## config.mk

```make
export PLATFORM = sky130hd
export DESIGN_NAME = uart_program_loader_flat
export DESIGN_NICKNAME = d
export VERILOG_FILES = /design/src/rtl/brisc_pkg.sv /design/src/rtl/uart_program_loader_if.sv /design/src/rtl/uart_rx_byte.sv /design/src/rtl/uart_program_loader.sv /design/src/flat_wrapper.sv
export SDC_FILE = /design/constraint.sdc
export NUM_CORES = 1
export LEC_CHECK = 0
export ABC_AREA = 1
export BUFFER_PORTS_ARGS = -buffer_cell sky130_fd_sc_hd__buf_2
export CORE_MARGIN = 4
export CORE_UTILIZATION = 54
export CTS_CLUSTER_SIZE = 16
export DETAILED_ROUTE_END_ITERATION = 16
export GPL_TIMING_DRIVEN = 0
export PLACE_DENSITY = 0.75
export REMOVE_ABC_BUFFERS = 1
export SLEW_MARGIN = 40
export SYNTH_ARGS = -nofsm -noshare
export SYNTH_HDL_FRONTEND = slang
export SYNTH_SLANG_ARGS = --single-unit
export TNS_END_PERCENT = 20
```

## constraint.sdc

```tcl
create_clock -name CLK -period 1.42 [get_ports CLK]
set_input_delay 0.426 -clock CLK [delete_from_list [all_inputs] [get_ports CLK]]
set_output_delay 0.426 -clock CLK [all_outputs]
set_load 0.1 [all_outputs]
```

## src/rtl/brisc_pkg.sv

```systemverilog
// Shared processor definitions: instruction memory geometry and loader FSM state types.
package brisc_pkg;
  localparam int INSTR_W     = 16;
  localparam int IMEM_DEPTH  = 32;
  localparam int IMEM_ADDR_W = 5;

  typedef enum logic [2:0] {
    RX_IDLE,
    RX_START,
    RX_DATA,
    RX_STOP,
    RX_WAIT_IDLE
  } rx_state_t;

  typedef enum logic [1:0] {
    WA_HI,
    WA_LO,
    WA_DONE
  } wa_state_t;
endpackage

```

## src/rtl/uart_program_loader_if.sv

```systemverilog
// Instruction-memory write port: strobe, address and word travel together.
interface uart_program_loader_if
  import brisc_pkg::*;
#(
  parameter int ADDR_W = IMEM_ADDR_W,
  parameter int DATA_W = INSTR_W
);
  logic              wr_en;
  logic [ADDR_W-1:0] wr_addr;
  logic [DATA_W-1:0] wr_data;

  modport master (output wr_en, wr_addr, wr_data);
  modport slave  (input  wr_en, wr_addr, wr_data);
endinterface

```

## src/rtl/uart_rx_byte.sv

```systemverilog
// 8N1 byte receiver: two-flop synchronizer, mid-bit sampling, glitch and framing checks.
module uart_rx_byte
  import brisc_pkg::*;
#(
  parameter int CLKS_PER_BIT = 16
) (
  input  logic       clk_i,
  input  logic       rst_ni,
  input  logic       rx_i,
  output logic       byte_valid_o,
  output logic [7:0] byte_data_o,
  output logic       frame_err_o
);
  localparam int TW = $clog2(CLKS_PER_BIT) + 1;
  localparam logic [TW-1:0] HALF_M1 = TW'(CLKS_PER_BIT / 2 - 1);
  localparam logic [TW-1:0] FULL_M1 = TW'(CLKS_PER_BIT - 1);

  logic          rx_meta_q, rx_s_q;
  rx_state_t     state_q, state_d;
  logic [TW-1:0] timer_q, timer_d;
  logic [2:0]    bit_q, bit_d;
  logic [7:0]    shift_q, shift_d;
  logic          valid_q, valid_d;
  logic          ferr_q, ferr_d;

  always_ff @(posedge clk_i or negedge rst_ni) begin
    if (!rst_ni) begin
      rx_meta_q <= 1'b1;
      rx_s_q    <= 1'b1;
      state_q   <= RX_IDLE;
      timer_q   <= '0;
      bit_q     <= '0;
      valid_q   <= 1'b0;
      ferr_q    <= 1'b0;
    end else begin
      rx_meta_q <= rx_i;
      rx_s_q    <= rx_meta_q;
      state_q   <= state_d;
      timer_q   <= timer_d;
      bit_q     <= bit_d;
      valid_q   <= valid_d;
      ferr_q    <= ferr_d;
    end
  end

  // Shift register holds the last byte and needs no reset; valid_q qualifies it.
  always_ff @(posedge clk_i) begin
    shift_q <= shift_d;
  end

  always_comb begin
    state_d = state_q;
    timer_d = timer_q + TW'(1);
    bit_d   = bit_q;
    shift_d = shift_q;
    valid_d = 1'b0;
    ferr_d  = 1'b0;
    unique case (state_q)
      RX_IDLE: begin
        timer_d = '0;
        if (!rx_s_q) state_d = RX_START;
      end
      RX_START: begin
        if (timer_q == HALF_M1) begin
          timer_d = '0;
          bit_d   = '0;
          state_d = rx_s_q ? RX_IDLE : RX_DATA;
        end
      end
      RX_DATA: begin
        if (timer_q == FULL_M1) begin
          timer_d = '0;
          shift_d = {rx_s_q, shift_q[7:1]};
          bit_d   = bit_q + 3'd1;
          if (bit_q == 3'd7) state_d = RX_STOP;
        end
      end
      RX_STOP: begin
        if (timer_q == FULL_M1) begin
          timer_d = '0;
          if (rx_s_q) begin
            valid_d = 1'b1;
            state_d = RX_IDLE;
          end else begin
            ferr_d  = 1'b1;
            state_d = RX_WAIT_IDLE;
          end
        end
      end
      RX_WAIT_IDLE: begin
        timer_d = '0;
        if (rx_s_q) state_d = RX_IDLE;
      end
      default: begin
        timer_d = '0;
        state_d = RX_IDLE;
      end
    endcase
  end

  assign byte_valid_o = valid_q;
  assign byte_data_o  = shift_q;
  assign frame_err_o  = ferr_q;
endmodule

```

## src/rtl/uart_program_loader.sv

```systemverilog
// Pairs received bytes into 16-bit instructions and writes them sequentially into instruction memory.
module uart_program_loader
  import brisc_pkg::*;
#(
  parameter int CLK_FREQ = 100_000_000,
  parameter int BAUD     = 9600,
  parameter int DEPTH    = IMEM_DEPTH,
  parameter int ADDR_W   = IMEM_ADDR_W,
  parameter int GAP_BITS = 20
) (
  input  logic                   CLK,
  input  logic                   RST_N,
  input  logic                   UART_TXD_IN,
  uart_program_loader_if.master  imem,
  output logic                   load_done,
  output logic                   frame_err
);
  localparam int CLKS_PER_BIT = CLK_FREQ / BAUD;
  localparam int GAP_CYC      = GAP_BITS * CLKS_PER_BIT;
  localparam int GW           = $clog2(GAP_CYC + 1);
  localparam int CW           = ADDR_W + 1;

  logic       byte_valid;
  logic [7:0] byte_data;
  logic       rx_ferr;

  uart_rx_byte #(.CLKS_PER_BIT(CLKS_PER_BIT)) u_rx (
    .clk_i        (CLK),
    .rst_ni       (RST_N),
    .rx_i         (UART_TXD_IN),
    .byte_valid_o (byte_valid),
    .byte_data_o  (byte_data),
    .frame_err_o  (rx_ferr)
  );

  wa_state_t          state_q, state_d;
  logic [7:0]         hi_q, hi_d;
  logic [CW-1:0]      cnt_q, cnt_d;
  logic [GW-1:0]      gap_q, gap_d;
  logic               wr_en_q, wr_en_d;
  logic [ADDR_W-1:0]  addr_q, addr_d;
  logic [INSTR_W-1:0] data_q, data_d;
  logic               done_q, done_d;

  always_ff @(posedge CLK or negedge RST_N) begin
    if (!RST_N) begin
      state_q <= WA_HI;
      hi_q    <= '0;
      cnt_q   <= '0;
      gap_q   <= '0;
      wr_en_q <= 1'b0;
      addr_q  <= '0;
      data_q  <= '0;
      done_q  <= 1'b0;
    end else begin
      state_q <= state_d;
      hi_q    <= hi_d;
      cnt_q   <= cnt_d;
      gap_q   <= gap_d;
      wr_en_q <= wr_en_d;
      addr_q  <= addr_d;
      data_q  <= data_d;
      done_q  <= done_d;
    end
  end

  always_comb begin
    state_d = state_q;
    hi_d    = hi_q;
    cnt_d   = cnt_q;
    gap_d   = gap_q;
    wr_en_d = 1'b0;
    addr_d  = addr_q;
    data_d  = data_q;
    done_d  = done_q;
    unique case (state_q)
      WA_HI: begin
        gap_d = '0;
        if (byte_valid) begin
          hi_d    = byte_data;
          state_d = WA_LO;
        end
      end
      WA_LO: begin
        // A low byte arriving on the timeout cycle still completes the word.
        if (byte_valid) begin
          wr_en_d = 1'b1;
          addr_d  = cnt_q[ADDR_W-1:0];
          data_d  = {hi_q, byte_data};
          cnt_d   = cnt_q + CW'(1);
          state_d = (cnt_q == CW'(DEPTH - 1)) ? WA_DONE : WA_HI;
        end else if (rx_ferr || gap_q == GW'(GAP_CYC - 1)) begin
          state_d = WA_HI;
        end else begin
          gap_d = gap_q + GW'(1);
        end
      end
      WA_DONE: begin
        done_d = 1'b1;
      end
      default: state_d = WA_HI;
    endcase
  end

  assign imem.wr_en   = wr_en_q;
  assign imem.wr_addr = addr_q;
  assign imem.wr_data = data_q;
  assign load_done    = done_q;
  assign frame_err    = rx_ferr;
endmodule

```

## src/flat_wrapper.sv

```systemverilog
// flat-port wrapper written by rule: the top's interface ports become plain ports
module uart_program_loader_flat import brisc_pkg::*;
#(
  parameter int CLK_FREQ = 100_000_000,
  parameter int BAUD     = 9600,
  parameter int DEPTH    = IMEM_DEPTH,
  parameter int ADDR_W   = IMEM_ADDR_W,
  parameter int GAP_BITS = 20
)
  (CLK, RST_N, UART_TXD_IN, load_done, frame_err, imem_wr_en, imem_wr_addr, imem_wr_data);
  uart_program_loader_if #(.ADDR_W(ADDR_W), .DATA_W(16)) imem_i ();
  input  logic CLK;
  input  logic RST_N;
  input  logic UART_TXD_IN;
  output logic load_done;
  output logic frame_err;
  output wire logic [$bits(imem_i.wr_en)-1:0] imem_wr_en;
  output wire logic [$bits(imem_i.wr_addr)-1:0] imem_wr_addr;
  output wire logic [$bits(imem_i.wr_data)-1:0] imem_wr_data;
  assign imem_wr_en = imem_i.wr_en;
  assign imem_wr_addr = imem_i.wr_addr;
  assign imem_wr_data = imem_i.wr_data;
  uart_program_loader #(.CLK_FREQ(CLK_FREQ), .BAUD(BAUD), .DEPTH(DEPTH), .ADDR_W(ADDR_W), .GAP_BITS(GAP_BITS)) u_core (.CLK(CLK), .RST_N(RST_N), .UART_TXD_IN(UART_TXD_IN), .imem(imem_i), .load_done(load_done), .frame_err(frame_err));
endmodule
```

# Yosys cells after proc, flatten, opt, wreduce, memory -nomap -nowiden
# Cells that the tools add are included.
# word_totals
register_bits	90
out_inout_bits	24
elab_cells	86
# op_classes
addsub	4
n_eq_ne	21
n_mux	31
bitwise_logic	1
n_reduce_logical	13
# op_table
op	count
$mux 18	2
$pmux 18 s2	1
$mux 15	2
$pmux 15 s2	1
$mux 3	9
$add 18x1->18 const B	1
$eq 18x18->1 const B	1
$ne 2x2->1 const B	9
$add 15x1->15 const B	1
$eq 15x13->1 const B	1
$eq 15x14->1 const B	1
$pmux 3 s5	1
$mux 2	5
$reduce_and 3->1	3
$mux 1	8
$add 6x1->6 const B	1
$eq 3x2->1 const B	2
$eq 3x3->1 const B	2
$eq 6x5->1 const B	1
$pmux 2 s3	1
$pmux 3 s2	1
$reduce_and 2->1	3
$reduce_and 6->1	1
$reduce_bool 2->1	2
10 further kinds	10

# Depth between registers and ports, before layout
# Gate-level depths: netlist of the first run.
# logic_depth
word_depth	5
mapped_depth	11
depth_no_buf	10

# By module
# A second synthesis of the first run with hierarchy kept.
# hier_totals
hier_cells	516
hier_area_um2	4410.5
# modules_own_cells
module	instances	cells_per_inst	area_each_um2	seq_area_each_um2
uart_program_loader	1	325	2721.4	1426.4
uart_rx_byte	1	191	1689.1	868.3

# Worst setup path after synthesis of the first run
# No wires, ideal clock.
# synth_timing
path_kind	reg-to-reg
from	reg u_core.u_rx.ferr_q (netlist: u_core.u_rx.frame_err_o)
to	reg u_core.gap_q[6]
arrival_time_ns	1.559
slack_ns	-0.256
stages_incl_launch_ff	8
path_buffers	1
period_less_slack_ns	1.676
cell_sequence	dfrtp_1 -> nor2_1 -> nand2_1 -> o21bai_4 -> nand2_4 -> buf_6 -> nand3_1 -> nand2_1
# synth_between
elab_chain_cells	3
# synth_rtl
element	line_no	source
from (decl)	uart_rx_byte.sv:24	logic ferr_q, ferr_d;
from (signal assigned)	uart_rx_byte.sv:42	ferr_q <= ferr_d;
$logic_or 1x1->1	uart_program_loader.sv:92	end else if (rx_ferr || gap_q == GW'(GAP_CYC - 1)) begin
$ne 2x2->1 (no source line)	-	
$reduce_and 3->1 (no source line)	-	
to (signal assigned)	uart_program_loader.sv:59	gap_q <= gap_d;
to (decl)	uart_program_loader.sv:39	logic [GW-1:0] gap_q, gap_d;
# No other way between the ends.
# A chain may end at the register's enable or synchronous reset.

# Final worst setup path of the first run
# layout_timing
from	reg u_core.gap_q[6]
to	reg u_core.gap_q[7]
# layout_between
elab_chain_cells	4
elab_cells_between_ends	8
classes_between	add/sub: 1; eq/ne: 2; mux: 3; reduce/logical: 2
# layout_rtl
element	line_no
$add 18x1->18 or $eq 18x18->1 (tied branches)	uart_program_loader.sv:95, uart_program_loader.sv:92
$mux 18 or $logic_or 1x1->1 (tied branches)	uart_program_loader.sv:92
$mux 18 or $ne 2x2->1 (tied branches)	-
$pmux 18 s2 or $reduce_and 3->1 (tied branches)	-
# Several ways; a longest one is shown, not always the timed one. The select of a mux whose other input is x is not followed.

==> impl_metrics.py, run 1 <==
metrics = {
    "outcome": {
        "status": "finished with violations",
        "violations": "setup timing",
    },
    "synthesis": {
        "synth_compound_area_share_pct": 5.30,
        "synth_cell_types": 33,
        "synth_top_family_by_area": "simple AND/OR/NAND/NOR gates",
        "syn_area_mm2": 0.00430,
        "ys.flop_type": "dfrtp_1",
        "async_flop_share_pct": 91.1,
        "synth_fa_ha_area_share_pct": 1.46,
        "yosys_warnings": 0,
        "ys_ff_latch": 90,
        "synth_edf_count": 8,
        "muxShareOfSynthArea_pct": 0,
        "synthSimpleGateAreaFrac_pct": 30.3,
        "synth.area.top_cells": "dfrtp_1 47%, nand2_1 14%, edfxtp_1 5.6%",
        "seq_area_frac_synth_pct": 53.4,
        "avgSynthCellArea_um2": 8.51,
        "synth_xor_area_share_pct": 4.07,
        "synth_top_area_share_pct": 46.6,
        "yosysTopAreaCell": "dfrtp_1",
        "synthCells": 505,
    },
    "setup_path": {
        "critPathMaxStageDelay_ns": 0.44,
        "startpoint_type": "register",
        "r2r_end": "u_core.gap_q[7]",
        "crit_arrival_ns": 1.93,
        "worst_ep_required_time_ns": 1.71,
        "path_cells": "inv_2 -> nand2_1 -> nor2_2 -> nand3_2 -> o21bai_4 -> buf_6 -> nand2_8 -> clkinv_8 -> nand2_1 -> nand2_1",
        "crit_family": "simple AND/OR/NAND/NOR gates",
        "cp_slowest_cell": "dfrtp_2",
        "reg2reg_slack_ns": -0.22,
        "crit_buf_inv": 3,
        "r2r_cells": 10,
        "cp_max_fo": 6,
        "end_kind": "register",
        "path_class": "register to register",
        "reg2reg_from": "u_core.gap_q[6]",
        "crit_path_frequent_cell": "nand2_1",
    },
    "timing": {
        "hold_violations": 0,
        "maxSlewViolCount": 0,
        "fin_crit_ns": 1.64,
        "skew_ns": 0.0141,
        "relSlewSlack_pct": 78.5,
        "fin_ws_ns": -0.222,
        "tightest_slew_ns": 0.321,
        "max_freq_mhz": 609,
        "fin_setup_tns_ns": -4.99,
        "final.period_utilization_pct": 116,
        "rsz0062_at_grt": "true",
        "setup_viol_count_final": 52,
    },
    "placement": {
        "dp.cells": 627,
        "dp_hpwl_um": 5690,
        "place.port_buffers": 26,
        "gp_routability_congestion": 0.873,
        "placed_area_mm2": 0.00454,
    },
    "cts": {
        "path_clk_slew_ns": 0.09,
        "cts_buffers": 9,
        "clock_latency_ns": 0.36,
        "cts_sinks": 90,
        "cts_tree": "done",
        "htree_levels": 3,
        "clockRootBuffer": "clkbuf_8",
        "cts_buffer_depth": 2,
    },
    "global_routing": {
        "grt_max_degree": 59,
        "grt_pass1_vias": 3651,
        "grt-ovfl-total": 0,
        "antenna_found_initial": 0,
        "grtUsageTotal_pct": 21.4,
        "grt_pass1_wl_um": 16600,
    },
    "routing": {
        "drc": 0,
        "wl_per_cell_um": 17.8,
        "ant_nets": 0,
        "drt-pass1-iter-count": 7,
        "vias": 3866,
        "routed_wl_um": 12200,
        "drtIter0Drc": 319,
        "vias_per_cell": 5.65,
    },
    "layout": {
        "num-fill-cells": 430,
        "multiInputGateArea_mm2": 0.00219,
        "num_antenna_cells": 0,
        "stdcell_area_mm2": 0.00587,
        "nNetsFinal": 585,
        "syn_to_final_growth_pct": 36.5,
        "instances_no_fill": 684,
        "seq_area_mm2": 0.00230,
        "layout_commonest_cell": "nand2_1",
        "post-route-util_pct": 75.9,
        "final_cell_mix": "137 x nand2_1, 74 x dfrtp_1, 37 x inv_1, 37 x nor2_1, 29 x buf_4",
        "drive_gt1_share_pct": 33.2,
    },
    "hold_path": {
        "min_to": "u_core.u_rx.rx_meta_q",
        "hold_path_class": "primary input to register",
        "hp-start": "UART_TXD_IN",
        "hold_depth": 1,
    },
    "power_and_ir_drop": {
        "p_leak_nw": 2.70,
        "p_total_mw": 4.58,
        "power.density_mw_per_mm2": 780,
        "irDropWorstVdd_mv": 0.592,
    },
    "floorplanning": {
        "coreArea_mm2": 0.00773,
        "die_w_um": 97.2,
        "die_area_mm2": 0.00945,
        "rows": 32,
        "die_h_um": 97.2,
        "start_util_pct": 55.6,
        "ios": 27,
    },
    "run": {
        "maxCapViolCount": 0,
    },
}
[flip-flops by register name (all words and copies together), names as in the netlist, 2 cells and up]
| signal | count |
|---|---|
| u_core.imem.wr_data | 16 |
| u_core.hi_q | 8 |
| u_core.u_rx.timer_q | 15 |
| u_core.gap_q | 18 |
| u_core.u_rx.byte_data_o | 8 |
| u_core.imem.wr_addr | 5 |
| u_core.state_q | 2 |
| u_core.u_rx.state_q | 3 |
| u_core.u_rx.bit_q | 3 |
| u_core.cnt_q | 6 |
[metrics by stage]
stage	worst slack (ns)	hold slack [ns]
final	-0.222	0.160
after CTS	-0.126	0.155
after global placement	-0.674	0.346
after global routing	-0.305	0.144
after detailed placement	-0.477	0.300
after floorplan	-0.292	0.130
[how the worst max path moves through the flow]
stage,start,to,slack [ns],cells after the start
floorplan,u_core.u_rx.frame_err_o,u_core.gap_q[13],-0.29,7
global placement,RST_N,u_core.u_rx.bit_q[1],-0.67,1
finish,u_core.gap_q[6],u_core.gap_q[7],-0.22,10
CTS,u_core.u_rx.timer_q[1],u_core.u_rx.timer_q[12],-0.13,10
global route,u_core.gap_q[6],u_core.gap_q[7],-0.30,10
detailed placement,u_core.state_q[1],u_core.state_q[1],-0.48,7
[synth_stat cells, types with 2 or more instances]
cell type / count
nand2_2: 5
inv_1: 44
dfrtp_1: 80
dfstp_2: 2
edfxtp_1: 8
xor2_1: 16
clkbuf_1: 4
xnor2_1: 4
nor3_1: 11
ha_1: 5
o21ai_2: 4
nand3_1: 31
nor2_1: 45
nand2_1: 165
nor2_2: 16
inv_2: 3
nor2_4: 2
o21ai_0: 30
clkinv_2: 2
nand2_4: 3
nand4_1: 11
nand3b_1: 3
[power breakdown]
part	switching, mW	internal, mW	leakage (nW)	total (mW)
clock	0.925	0.992	0.113	1.92
combinational	0.0482	0.0143	1.40	0.0626
sequential	0.00313	2.59	1.19	2.60
total	0.976	3.60	2.70	4.58
[logic make-up after synthesis]
kind of cell	Yosys count
and+or+nand+nor	295
DFF	90
buffers and inverters	56
AOI/OAI and AO/OA	39
xor gates and xnor gates	20
adders and majority gates	5
[what timing repair did]
action                                  in CTS  in global routing
hold buffers                                 1                  0
pin swaps                                   15                 28
setup buffers                               22                 12
gates resized for setup                    109                104
endpoints found under the hold margin       24                  0
endpoints found under the setup margin      89                 81
gates cloned                                 5                  1
[cell type report]
type	instances	share of cell area, %
multi-input combinational	363	37.3
inverter	49	3.86
timing repair inverter	2	0.554
clock buffer	9	2.11
tap	102	2.18
timing repair buffer	62	13.2
clock inverter	7	1.58
sequential	90	39.2
[routing by layer]
layer / wire length [um] / GRT usage [%] / up-vias
li1: - / - / 1761
met1: 4530 / 25.7 / 1907
met2: 6560 / 36.8 / 150
met3: 574 / 5.31 / 48
met4: 539 / 8.41 / 0
met5: 0 / 0 / -
Power figures use the tool's default switching activity.
==> run 2, diff against run 1 <==
--- a/config.mk
+++ b/config.mk
@@ -13,6 +13,7 @@
 export DETAILED_ROUTE_END_ITERATION = 16
 export GPL_TIMING_DRIVEN = 0
 export PLACE_DENSITY = 0.75
+export RECOVER_POWER = 25
 export REMOVE_ABC_BUFFERS = 1
 export SLEW_MARGIN = 40
 export SYNTH_ARGS = -nofsm -noshare
==> run 2 against run 1 <==
Effect of this change: the run still ends with setup timing left; fmax is 0.33% lower; register-to-register slack hardly changed; total power is essentially flat; clock skew barely moved; clock power about the same; global-route usage stayed put; design area shrank 0.11%; critical path depth unchanged; setup slack worse by 0.0054 ns; largest cell class unchanged.
==> impl_metrics.py, run 2 (synthesized netlist as in run 1, its figures left out) <==
metrics = {
    "timing": {
        "tightest_slew_ns": 0.671,
        "rsz0062_at_grt": "true",
        "maxSlewViolCount": 0,
        "fin_crit_ns": 1.65,
        "hold_violations": 0,
        "max_freq_mhz": 607,
        "skew_ns": 0.0139,
        "final.period_utilization_pct": 116,
        "setup_viol_count_final": 54,
        "fin_setup_tns_ns": -5.07,
        "relSlewSlack_pct": 55.2,
        "fin_ws_ns": -0.227,
    },
    "hold_path": {
        "hold_path_class": "primary input to register",
        "min_to": "u_core.u_rx.rx_meta_q",
        "hp-start": "UART_TXD_IN",
        "hold_depth": 1,
    },
    "floorplanning": {
        "die_area_mm2": 0.00945,
        "ios": 27,
        "start_util_pct": 55.6,
        "rows": 32,
        "die_w_um": 97.2,
        "coreArea_mm2": 0.00773,
        "die_h_um": 97.2,
    },
    "setup_path": {
        "critPathMaxStageDelay_ns": 0.44,
        "crit_buf_inv": 3,
        "reg2reg_from": "u_core.gap_q[6]",
        "path_class": "register to register",
        "cp_max_fo": 6,
        "crit_path_frequent_cell": "nand2_1",
        "startpoint_type": "register",
        "cp_slowest_cell": "dfrtp_2",
        "path_cells": "inv_2 -> nand2_1 -> nor2_2 -> nand3_2 -> o21bai_4 -> buf_6 -> nand2_8 -> clkinv_8 -> nand2_1 -> nand2_1",
        "worst_ep_required_time_ns": 1.72,
        "r2r_cells": 10,
        "r2r_end": "u_core.gap_q[7]",
        "end_kind": "register",
        "crit_family": "simple AND/OR/NAND/NOR gates",
        "reg2reg_slack_ns": -0.23,
        "crit_arrival_ns": 1.94,
    },
    "routing": {
        "wl_per_cell_um": 17.9,
        "vias_per_cell": 5.69,
        "drt-pass1-iter-count": 6,
        "drc": 0,
        "routed_wl_um": 12200,
        "vias": 3893,
        "ant_nets": 0,
        "drtIter0Drc": 318,
    },
    "layout": {
        "instances_no_fill": 684,
        "layout_commonest_cell": "nand2_1",
        "num-fill-cells": 429,
        "multiInputGateArea_mm2": 0.00219,
        "largest_reg_flops": 18,
        "final_cell_mix": "137 x nand2_1, 74 x dfrtp_1, 37 x inv_1, 37 x nor2_1, 29 x buf_4",
        "nNetsFinal": 585,
        "stdcell_area_mm2": 0.00586,
        "drive_gt1_share_pct": 33.0,
        "seq_area_mm2": 0.00230,
        "regMostFlops": "u_core.gap_q",
        "num_antenna_cells": 0,
        "syn_to_final_growth_pct": 36.3,
    },
    "placement": {
        "place_ws_ns": -0.477,
        "dp_hpwl_um": 5690,
        "placed_area_mm2": 0.00454,
        "place.port_buffers": 26,
        "gp_routability_congestion": 0.873,
        "dp.cells": 627,
    },
    "global_routing": {
        "grtUsageTotal_pct": 21.4,
        "antenna_found_initial": 0,
        "grt_max_degree": 59,
        "grt_pass1_wl_um": 16600,
        "grt-ovfl-total": 0,
        "grt_pass1_vias": 3651,
    },
    "power_and_ir_drop": {
        "p_leak_nw": 2.70,
        "power.density_mw_per_mm2": 781,
        "irDropWorstVdd_mv": 0.588,
        "p_total_mw": 4.58,
    },
    "outcome": {
        "violations": "setup timing",
        "status": "finished with violations",
    },
    "cts": {
        "htree_levels": 3,
        "cts_tree": "done",
        "cts_sinks": 90,
        "cts_buffer_depth": 2,
        "clockRootBuffer": "clkbuf_8",
        "clock_latency_ns": 0.36,
        "path_clk_slew_ns": 0.09,
        "cts_buffers": 9,
    },
    "run": {
        "maxCapViolCount": 0,
    },
}
## run 2: cell count changes in the layout (fill, tap and decap cells not counted), sizes merged
cell,previous run,this run
clkbuf,9,10
buf,61,60
## run 2: through the flow
stage	utilization [%]	hold WS, ns
2_1_floorplan	-	0.130
3_3_place_gp	58.3	0.346
3_5_place_dp	58.7	0.300
4_1_cts	69.7	0.155
5_1_grt	75.8	0.145
6_report	75.8	0.157
## run 2: layer usage
| layer | part of all wire, % | GRT usage (%) | vias up |
|---|---|---|---|
| li1 | - | - | 1759 |
| met1 | 36 | 25.7 | 1913 |
| met2 | 54 | 36.8 | 171 |
| met3 | 5.6 | 5.31 | 50 |
| met4 | 4.5 | 8.41 | 0 |
| met5 | 0 | 0 | - |
## run 2: final cells by class
class                           count  share of cell area, %
Clock buffer                        9                   2.11
Timing Repair inverter              2                  0.555
Inverter                           49                   3.86
Timing Repair Buffer               62                   13.1
Sequential cell                    90                   39.3
Multi-Input combinational cell    363                   37.3
Clock inverter                      7                   1.58
Tap cell                          102                   2.18
## run 2: what timing repair did
item	CTS	global route
cloned	5	1
buffers inserted	22	12
gates resized for setup	109	104
pin swaps	15	28
hold buffers	1	0
setup endpoints to repair	89	81
hold endpoints to repair	24	0
## run 2: power by group
group | switching, mW | total (mW) | leakage, nW | internal [mW]
sequential | 0.00311 | 2.60 | 1.19 | 2.59
clock | 0.929 | 1.92 | 0.113 | 0.992
combinational | 0.0484 | 0.0608 | 1.40 | 0.0124
## run 2: how the worst max path moves through the flow
stage / from / to / slack (ns) / depth (start not counted)
after CTS: u_core.u_rx.timer_q[1] / u_core.u_rx.timer_q[12] / -0.13 / 10
final: u_core.gap_q[6] / u_core.gap_q[7] / -0.23 / 10
after detailed placement: u_core.state_q[1] / u_core.state_q[1] / -0.48 / 7
after global placement: RST_N / u_core.u_rx.bit_q[1] / -0.67 / 1
after global routing: u_core.gap_q[6] / u_core.gap_q[7] / -0.30 / 10
after floorplan: u_core.u_rx.frame_err_o / u_core.gap_q[13] / -0.29 / 7
